File: src/rtl/ultra_sonic_responder.sv
// HC-SR04 style ultrasonic sensor emulator: qualifies a trigger pulse and answers
// with an echo pulse whose width comes from a programmable length register.
module ultra_sonic_responder #(
  parameter int MIN_TRIG_CYCLES    = 500,
  parameter int BURST_DELAY_CYCLES = 10000,
  parameter int MAX_ECHO_CYCLES    = 1900000,
  parameter int HOLDOFF_CYCLES     = 500000,
  parameter int DEFAULT_ECHO       = 29000
) (
  input  logic        clk,
  input  logic        reset,
  input  logic        trigger,
  output logic        echo,
  input  logic        cfg_write,
  input  logic [31:0] cfg_data,
  output logic [31:0] cfg_echo_len,
  output logic        busy,
  output logic        trig_error,
  output logic [15:0] echo_count
);

  localparam int TRIG_W = $clog2(MIN_TRIG_CYCLES + 1);
  localparam int DLY_W  = $clog2(BURST_DELAY_CYCLES + 1);
  localparam int HOLD_W = $clog2(HOLDOFF_CYCLES + 1);

  localparam logic [TRIG_W-1:0] TRIG_MIN  = TRIG_W'(MIN_TRIG_CYCLES);
  localparam logic [DLY_W-1:0]  DLY_LAST  = DLY_W'(BURST_DELAY_CYCLES - 1);
  localparam logic [HOLD_W-1:0] HOLD_LAST = HOLD_W'(HOLDOFF_CYCLES - 1);

  typedef enum logic [1:0] {
    IDLE    = 2'd0,
    DELAY   = 2'd1,
    ECHO    = 2'd2,
    HOLDOFF = 2'd3
  } state_t;

  state_t state, state_nxt;

  logic              trig_m, trig_s, trig_d;
  logic              trig_fall;
  logic [TRIG_W-1:0] trig_cnt;
  logic              trig_ok;
  logic [DLY_W-1:0]  dly_cnt;
  logic              dly_done;
  logic [31:0]       echo_cnt;
  logic [31:0]       shadow_len;
  logic              echo_done;
  logic [HOLD_W-1:0] hold_cnt;
  logic              hold_done;
  logic              accept;
  logic              reject;

  // Trigger length counter stops at the threshold so it never wraps on long pulses.
  function automatic logic [TRIG_W-1:0] trig_sat_inc(input logic [TRIG_W-1:0] cnt);
    return (cnt >= TRIG_MIN) ? TRIG_MIN : cnt + TRIG_W'(1);
  endfunction

  // A programmed length of zero means "no object": the longest echo.
  function automatic logic [31:0] echo_len_of(input logic [31:0] len);
    return (len == 32'd0) ? 32'(MAX_ECHO_CYCLES) : len;
  endfunction

  // Stage: trigger synchronizer and fall detector
  always_ff @(posedge clk or posedge reset) begin
    if (reset) begin
      trig_m <= 1'b0;
      trig_s <= 1'b0;
      trig_d <= 1'b0;
    end else begin
      trig_m <= trigger;
      trig_s <= trig_m;
      trig_d <= trig_s;
    end
  end

  assign trig_fall = trig_d & ~trig_s;
  assign trig_ok   = (trig_cnt >= TRIG_MIN);
  assign dly_done  = (dly_cnt == DLY_LAST);
  assign echo_done = (echo_cnt == shadow_len - 32'd1);
  assign hold_done = (hold_cnt == HOLD_LAST);

  // Stage: state register
  always_ff @(posedge clk or posedge reset) begin
    if (reset) state <= IDLE;
    else       state <= state_nxt;
  end

  always_comb begin
    state_nxt = state;
    accept    = 1'b0;
    reject    = 1'b0;
    case (state)
      IDLE: begin
        if (trig_fall) begin
          if (trig_ok) begin
            accept    = 1'b1;
            state_nxt = DELAY;
          end else begin
            reject    = 1'b1;
          end
        end
      end
      DELAY:   if (dly_done)  state_nxt = ECHO;
      ECHO:    if (echo_done) state_nxt = HOLDOFF;
      HOLDOFF: if (hold_done) state_nxt = IDLE;
      default: state_nxt = IDLE;
    endcase
  end

  // Stage: phase counters
  always_ff @(posedge clk or posedge reset) begin
    if (reset) begin
      trig_cnt <= '0;
      dly_cnt  <= '0;
      echo_cnt <= '0;
      hold_cnt <= '0;
    end else begin
      // Only the part of a pulse seen while IDLE counts toward qualification.
      if (state != IDLE || trig_fall) trig_cnt <= '0;
      else if (trig_s)                trig_cnt <= trig_sat_inc(trig_cnt);

      dly_cnt  <= (state == DELAY   && !dly_done)  ? dly_cnt + DLY_W'(1)   : '0;
      echo_cnt <= (state == ECHO    && !echo_done) ? echo_cnt + 32'd1      : '0;
      hold_cnt <= (state == HOLDOFF && !hold_done) ? hold_cnt + HOLD_W'(1) : '0;
    end
  end

  // Stage: configuration and shadow length
  always_ff @(posedge clk or posedge reset) begin
    if (reset) begin
      cfg_echo_len <= 32'(DEFAULT_ECHO);
      shadow_len   <= 32'(DEFAULT_ECHO);
    end else begin
      if (cfg_write) cfg_echo_len <= cfg_data;
      if (accept)    shadow_len   <= echo_len_of(cfg_echo_len);
    end
  end

  // Stage: registered outputs; echo trails the ECHO state by one cycle so the
  // rise lands three edges after trigger is first sampled low plus the burst delay.
  always_ff @(posedge clk or posedge reset) begin
    if (reset) begin
      echo       <= 1'b0;
      trig_error <= 1'b0;
      echo_count <= 16'd0;
    end else begin
      echo       <= (state == ECHO);
      trig_error <= reject;
      if (echo && state != ECHO) echo_count <= echo_count + 16'd1;
    end
  end

  assign busy = (state != IDLE);

endmodule

File: config.mk
export PLATFORM = sky130hd
export DESIGN_NAME = ultra_sonic_responder
export DESIGN_NICKNAME = d
export VERILOG_FILES = /design/src/rtl/ultra_sonic_responder.sv
export SDC_FILE = /design/constraint.sdc
export NUM_CORES = 1
export LEC_CHECK = 0
export BUFFER_PORTS_ARGS = -buffer_cell sky130_fd_sc_hd__buf_2
export CORE_MARGIN = 3
export CORE_UTILIZATION = 46
export DETAILED_ROUTE_END_ITERATION = 6
export PLACE_DENSITY = 0.75
export SLEW_MARGIN = 10
export SYNTH_ARGS = -nofsm -noshare
export SYNTH_HDL_FRONTEND = slang
export SYNTH_SLANG_ARGS = --single-unit
export TNS_END_PERCENT = 20
File: constraint.sdc
create_clock -name clk -period 6.75 [get_ports clk]
set_input_delay 0.675 -clock clk [delete_from_list [all_inputs] [get_ports clk]]
set_output_delay 0.675 -clock clk [all_outputs]
set_load 0.005 [all_outputs]
; Word level (Yosys, flattened, before mapping)
; Index checks and enable logic that the tools add are counted.
[word_totals]
reg_bits = 161
output_inout_bits = 51
elab_cells = 66
inputBits = 36
[classes]
n_mux = 19
bitwise_logic = 2
order_cmp = 1
eq_ne = 12
add_sub_neg = 6
reduce_logical = 13
[op_table]
columns = operator, count
row1 = 32-bit two-way mux, 2
row2 = "32-bit by 1-bit adder with 32-bit output, second input constant", 1
row3 = 32-bit equality test, 1
row4 = 32-bit logical NOT, 1
row5 = "32-bit by 1-bit subtractor with 32-bit output, second input constant", 1
row6 = 9-bit two-way mux, 3
row7 = "19-bit by 1-bit adder with 19-bit output, second input constant", 1
row8 = "19-bit equality test, second input constant", 1
row9 = 19-bit two-way mux, 1
row10 = "16-bit by 1-bit adder with 16-bit output, second input constant", 1
row11 = "14-bit by 1-bit adder with 14-bit output, second input constant", 1
row12 = "14-bit equality test, second input constant", 1
row13 = 14-bit two-way mux, 1
row14 = "2-bit != test, second input constant", 6
row15 = 2-bit two-way mux, 5
row16 = "9-bit by 1-bit adder with 9-bit output, second input constant", 1
row17 = "9-bit greater-or-equal comparator, second input constant", 1
row18 = 2-bit case mux with 4 select lines, 1
row19 = 1-bit two-way mux, 6
row20 = 5-bit AND reduction, 1
row21 = "2-bit equality test, second input constant", 2
row22 = 1-bit logical AND, 4
row23 = 2-bit nonzero test, 2
row24 = 1-bit logical NOT, 3
row25 = other kinds (5), 5

; Logic depth before layout (Yosys ltp)
[depth]
ltp_word = 5
mapped_depth = 11
ltp_nobuf = 10

; Worst setup path after synthesis
; No wires, ideal clock.
[synth_path]
kind = register to register
startpoint = register shadow_len[0]
endpoint = register echo_cnt[1]
t_arrival_ps = 2740
setup_slack_ps = 3891
stages_incl_launch_ff = 11
required_ps = 6630
path_buffers = 0
setup_ps = 120
synth_period_minus_slack_ps = 2859
path_cell_list = dfrtp_1 -> inv_1 -> ha_1 -> nor3b_2 -> nand2_1 -> or4_1 -> a211oi_2 -> nand4_1 -> a2111oi_2 -> nand2_1 -> and3_1
[synth_between]
elab_chain_cells = 5
[synth_rtl]
columns = item, line
row1 = "start, declared", 46  ; logic [31:0] shadow_len;
row2 = "start signal, assigned", 132  ; shadow_len <= 32'(DEFAULT_ECHO);
row3 = "start signal, assigned", 135  ; if (accept) shadow_len <= echo_len_of(cfg_echo_len);
row4 = 32-bit by 1-bit subtractor with 32-bit output, 79  ; assign echo_done = (echo_cnt == shadow_len - 32'd1);
row5 = 32-bit equality test, 79
row6 = 1-bit logical NOT, 123  ; echo_cnt <= (state == ECHO && !echo_done) ? echo_cnt + 32'd1 : '0;
row7 = 1-bit logical AND, 123
row8 = 32-bit two-way mux, 123
row9 = "end signal, assigned", 123
row10 = "end, declared", 45  ; logic [31:0] echo_cnt;
; No other way between the ends.
; A chain may end at the register's enable or synchronous reset.

; Worst setup path in the final report
[layout_path]
startpoint = register shadow_len[0]
endpoint = register echo_cnt[29]
; The elaborated chain is that of the path after synthesis.

==> flow_summary_export.csv <==
group,metric,value,unit
status,status,"finished clean",
global_routing,grt_pass1_vias,5812,
clocking,cts_tree,"yes",
die,die_area,19400,sq um
global_routing,track_usage,17.4,%
clocking,postCtsSetupRepairBufs,0,
min_path,hold_depth,0,
timing,slew_violations,0,
setup_path,crit_buf_inv,1,
min_path,hold_end,"trig_s$_DFF_PP0_",
setup_path,cp_max_fo,31,
timing,max_slew_margin,38.9,%
power,p_per_area,219,nW/um^2
drt,wl_per_cell,14.6,um
clocking,post_cts_resized,0,
synthesis,synthesis.area,8190,sq um
global_routing,antenna_found_initial,0,
setup_path,cp-start-kind,"flip-flop",
die,design.portCount,87,
setup_path,critPathKind,"flip-flop to flip-flop",
place,place_area,8830,sq um
power,power.total,2.07,mW
final_layout,design_area,9440,sq um
final_layout,final_cells,1109,
clocking,ctsLongestPathBuffers,2,
clocking,numClockSinks,161,
drt,top_layer_used,"met4",
synthesis,seq_area_frac_synth,49.4,%
die,die_w,139,um
global_routing,grt_max_degree,88,
timing,worst_slew_pin_slew,0.916,ns
power,power.share.clock,46.4,%
clocking,clk_pin_slew,0.07,ns
synthesis,synth.avg_cell_area,10.5,sq um
drt,drt_iter0_markers,425,
timing,max_clock_freq,282,MHz
timing,setup_viol_count_final,0,
setup_path,reg2reg_from,"shadow_len[0]$_DFFE_PP0P_",
synthesis,synth_edf_count,0,
setup_path,critical_path.slowest_cell,"a31o_2",
setup_path,crit_path_end_kind,"flip-flop",
timing,rsz0062_at_grt,"no",
drt,ant_nets,0,
place,globalplace.congestion,0.879,
drt,vias_per_cell,5.40,
clocking,cts_hold_buf,0,
global_routing,overflow,0,
min_path,min-delay-start,"trig_m$_DFF_PP0_",
min_path,hold_class,"flip-flop to flip-flop",
synthesis,postSynthCellCount,784,
timing,final_hold_viol_count,0,
timing,skew,0.0104,ns
timing,fin_ws,3.20,ns
power,power_switching,0.503,mW
setup_path,cp_cell_sequence,"inv_1 -> ha_1 -> nor3b_2 -> nand2_1 -> or4_1 -> a211oi_2 -> o211ai_1 -> nor4_1 -> a31o_2 -> nor2_1",
place,placement.io_buffers,86,
power,p_comb_share,4.3,%
synthesis,async_flop_share,100,%
timing,fin_crit_sh,52.6,%
drt,wl_met2,7390,um
setup_path,crit_family,"simple AND/OR/NAND/NOR gates",
global_routing,grt_pass1_wl,28400,um
place,dp.cells,1077,
run,cap_violations,0,
synthesis,synthFlopType,"dfrtp_1",
clocking,cts_htree_levels,4,
synthesis,synth_nets,831,
drt,via_count,5988,
drt,drc_errors,0,
clocking,clockRootBuffer,"clkbuf_16",
synthesis,ys_ff_latch,161,
place,dp_slack,3.18,ns
drt,wirelength_met1,7770,um
clocking,numCtsBuffers,17,
drt,wl_met3,732,um
timing,final.setup.tns,0,ns
drt,firstDrtPassIters,4,
final_layout,syn_to_final_growth,15.2,%
setup_path,reg2reg_slack,3.20,ns
die,die_h,139,um
power,seqPwrFrac,49.3,%
final_layout,drive_gt1_share,22.9,%
die,start_util,47.2,%
power,p_int,1.56,mW
power,p_leak,4.30,nW
die,core.rowCount,48,
synthesis,synth_cell_types,67,
setup_path,crit_arrival,3.83,ns
final_layout,nFillCells,1512,
timing,period_needed,3.55,ns
die,core_area,17400,sq um
clocking,clk_latency,0.43,ns
setup_path,worst_r2r_endpoint,"echo_cnt[29]$_DFF_PP0_",
setup_path,critPathMaxStageDelay,0.61,ns
drt,drt-total-wl,16100,um
power,peakVddDrop,0.186,mV
setup_path,reg2reg_depth,10,
final_layout,antennaDiodeCount,0,
final_layout,layout.nets,918,
synthesis,yosysWarnings,0,
setup_path,crit_required,7.03,ns
place,dp_hpwl,11700,um
power,switching_share,24.3,%
through the flow:
step,hold WS [ns],util (%)
after floorplan,0.331,-
after global placement,0.335,50.9
after detailed placement,0.346,50.9
after CTS,0.343,54.4
after global routing,0.347,54.4
final,0.358,54.4
logic make-up (layout without fill, tap and decap cells):
logic type	Yosys count	after routing	share of synthesized area, %
adders and majority gates	11	11	1.68
and+or+nand+nor	322	322	20.4
AOI/OAI and AO/OA	87	87	7.61
buffers and inverters	41	141	2.18
xor gates and xnor gates	112	112	12.0
muxes	50	50	6.84
DFF	161	161	49.4
layer usage:
metal / vias up / track usage [%]
li1: 2964 / -
met1: 2864 / 24.4
met2: 138 / 27.5
met3: 22 / 3.61
met4: 0 / 4.94
met5: - / 0
final cells by class:
cell class,count,area [sq um],share of cell area (%)
timing repair buffer,90,460,4.88
inverter,19,76.3,0.809
clock inverter,15,176,1.87
tap,225,282,2.98
multi-input combinational,582,3970,42.1
clock buffer,17,425,4.51
sequential,161,4040,42.9
synth_stat cells, types with 3 or more instances:
master	instances	area share [%]
or3_1	9	0.69
nor2_1	96	4.4
nand2_1	54	2.5
inv_1	18	0.82
o22a_1	12	1.3
o21ai_0	19	1.2
and2_1	8	0.61
nor4_1	16	1.2
nand4_1	24	1.8
nand3_1	35	2.1
a31oi_1	9	0.69
nand2b_1	4	0.31
dfrtp_1	149	46
clkbuf_1	13	0.60
and4_1	3	0.32
ha_1	11	1.7
nor3_1	14	0.86
buf_6	3	0.41
mux2_2	48	6.6
or4_1	3	0.27
dfstp_2	12	3.8
buf_1	4	0.18
xor2_1	63	6.7
a21oi_1	15	0.92
xnor2_1	49	5.2
nor2b_1	6	0.46
nor4b_1	6	0.64
and3_1	26	2.0
o211ai_1	3	0.27
layout by cell type, fill, tap and decap left out, types with 19 or more instances in the layout:
cell	netlist	routed
and3_1	26	26
buf_2	1	86
dfrtp_1	149	149
mux2_2	48	48
nand2_1	54	54
nand3_1	35	35
nand4_1	24	24
nor2_1	96	95
o21ai_0	19	19
xnor2_1	49	49
xor2_1	63	63
power groups by stage:
| stage | sequential (mW) | combinational (mW) | clock (mW) |
|---|---|---|---|
| final | 1.02 | 0.0887 | 0.959 |
| after global routing | 1.02 | 0.101 | 1.02 |
| after CTS | 1.02 | 0.0920 | 0.985 |
| after detailed placement | 1.04 | 0.0912 | 0 |
| after global placement | 1.03 | 0.0896 | 0 |
| after floorplan | 1.03 | 0.0496 | 0 |
state kept, by name (all words and copies together), names as in the netlist:
signal	count
dly_cnt	14
hold_cnt	19
echo_count	16
trig_error	1
trig_d	1
cfg_echo_len	32
shadow_len	32
echo_cnt	32
trig_cnt	9
state	2
trig_s	1
trig_m	1
echo	1
worst max path at each step:
stage | from | end | slack, ns | cells past startpoint
after floorplan | reset | cfg_echo_len[0]$_DFFE_PP0P_ | 1.75 | 1
after CTS | shadow_len[0]$_DFFE_PP0P_ | echo_cnt[28]$_DFF_PP0_ | 3.16 | 10
after global placement | shadow_len[0]$_DFFE_PP0P_ | echo_cnt[31]$_DFF_PP0_ | 3.32 | 10
final | shadow_len[0]$_DFFE_PP0P_ | echo_cnt[29]$_DFF_PP0_ | 3.20 | 10
after detailed placement | shadow_len[0]$_DFFE_PP0P_ | echo_cnt[25]$_DFF_PP0_ | 3.18 | 10
after global routing | shadow_len[0]$_DFFE_PP0P_ | echo_cnt[29]$_DFF_PP0_ | 2.79 | 8
No activity file was read; power rests on OpenSTA's default activity.
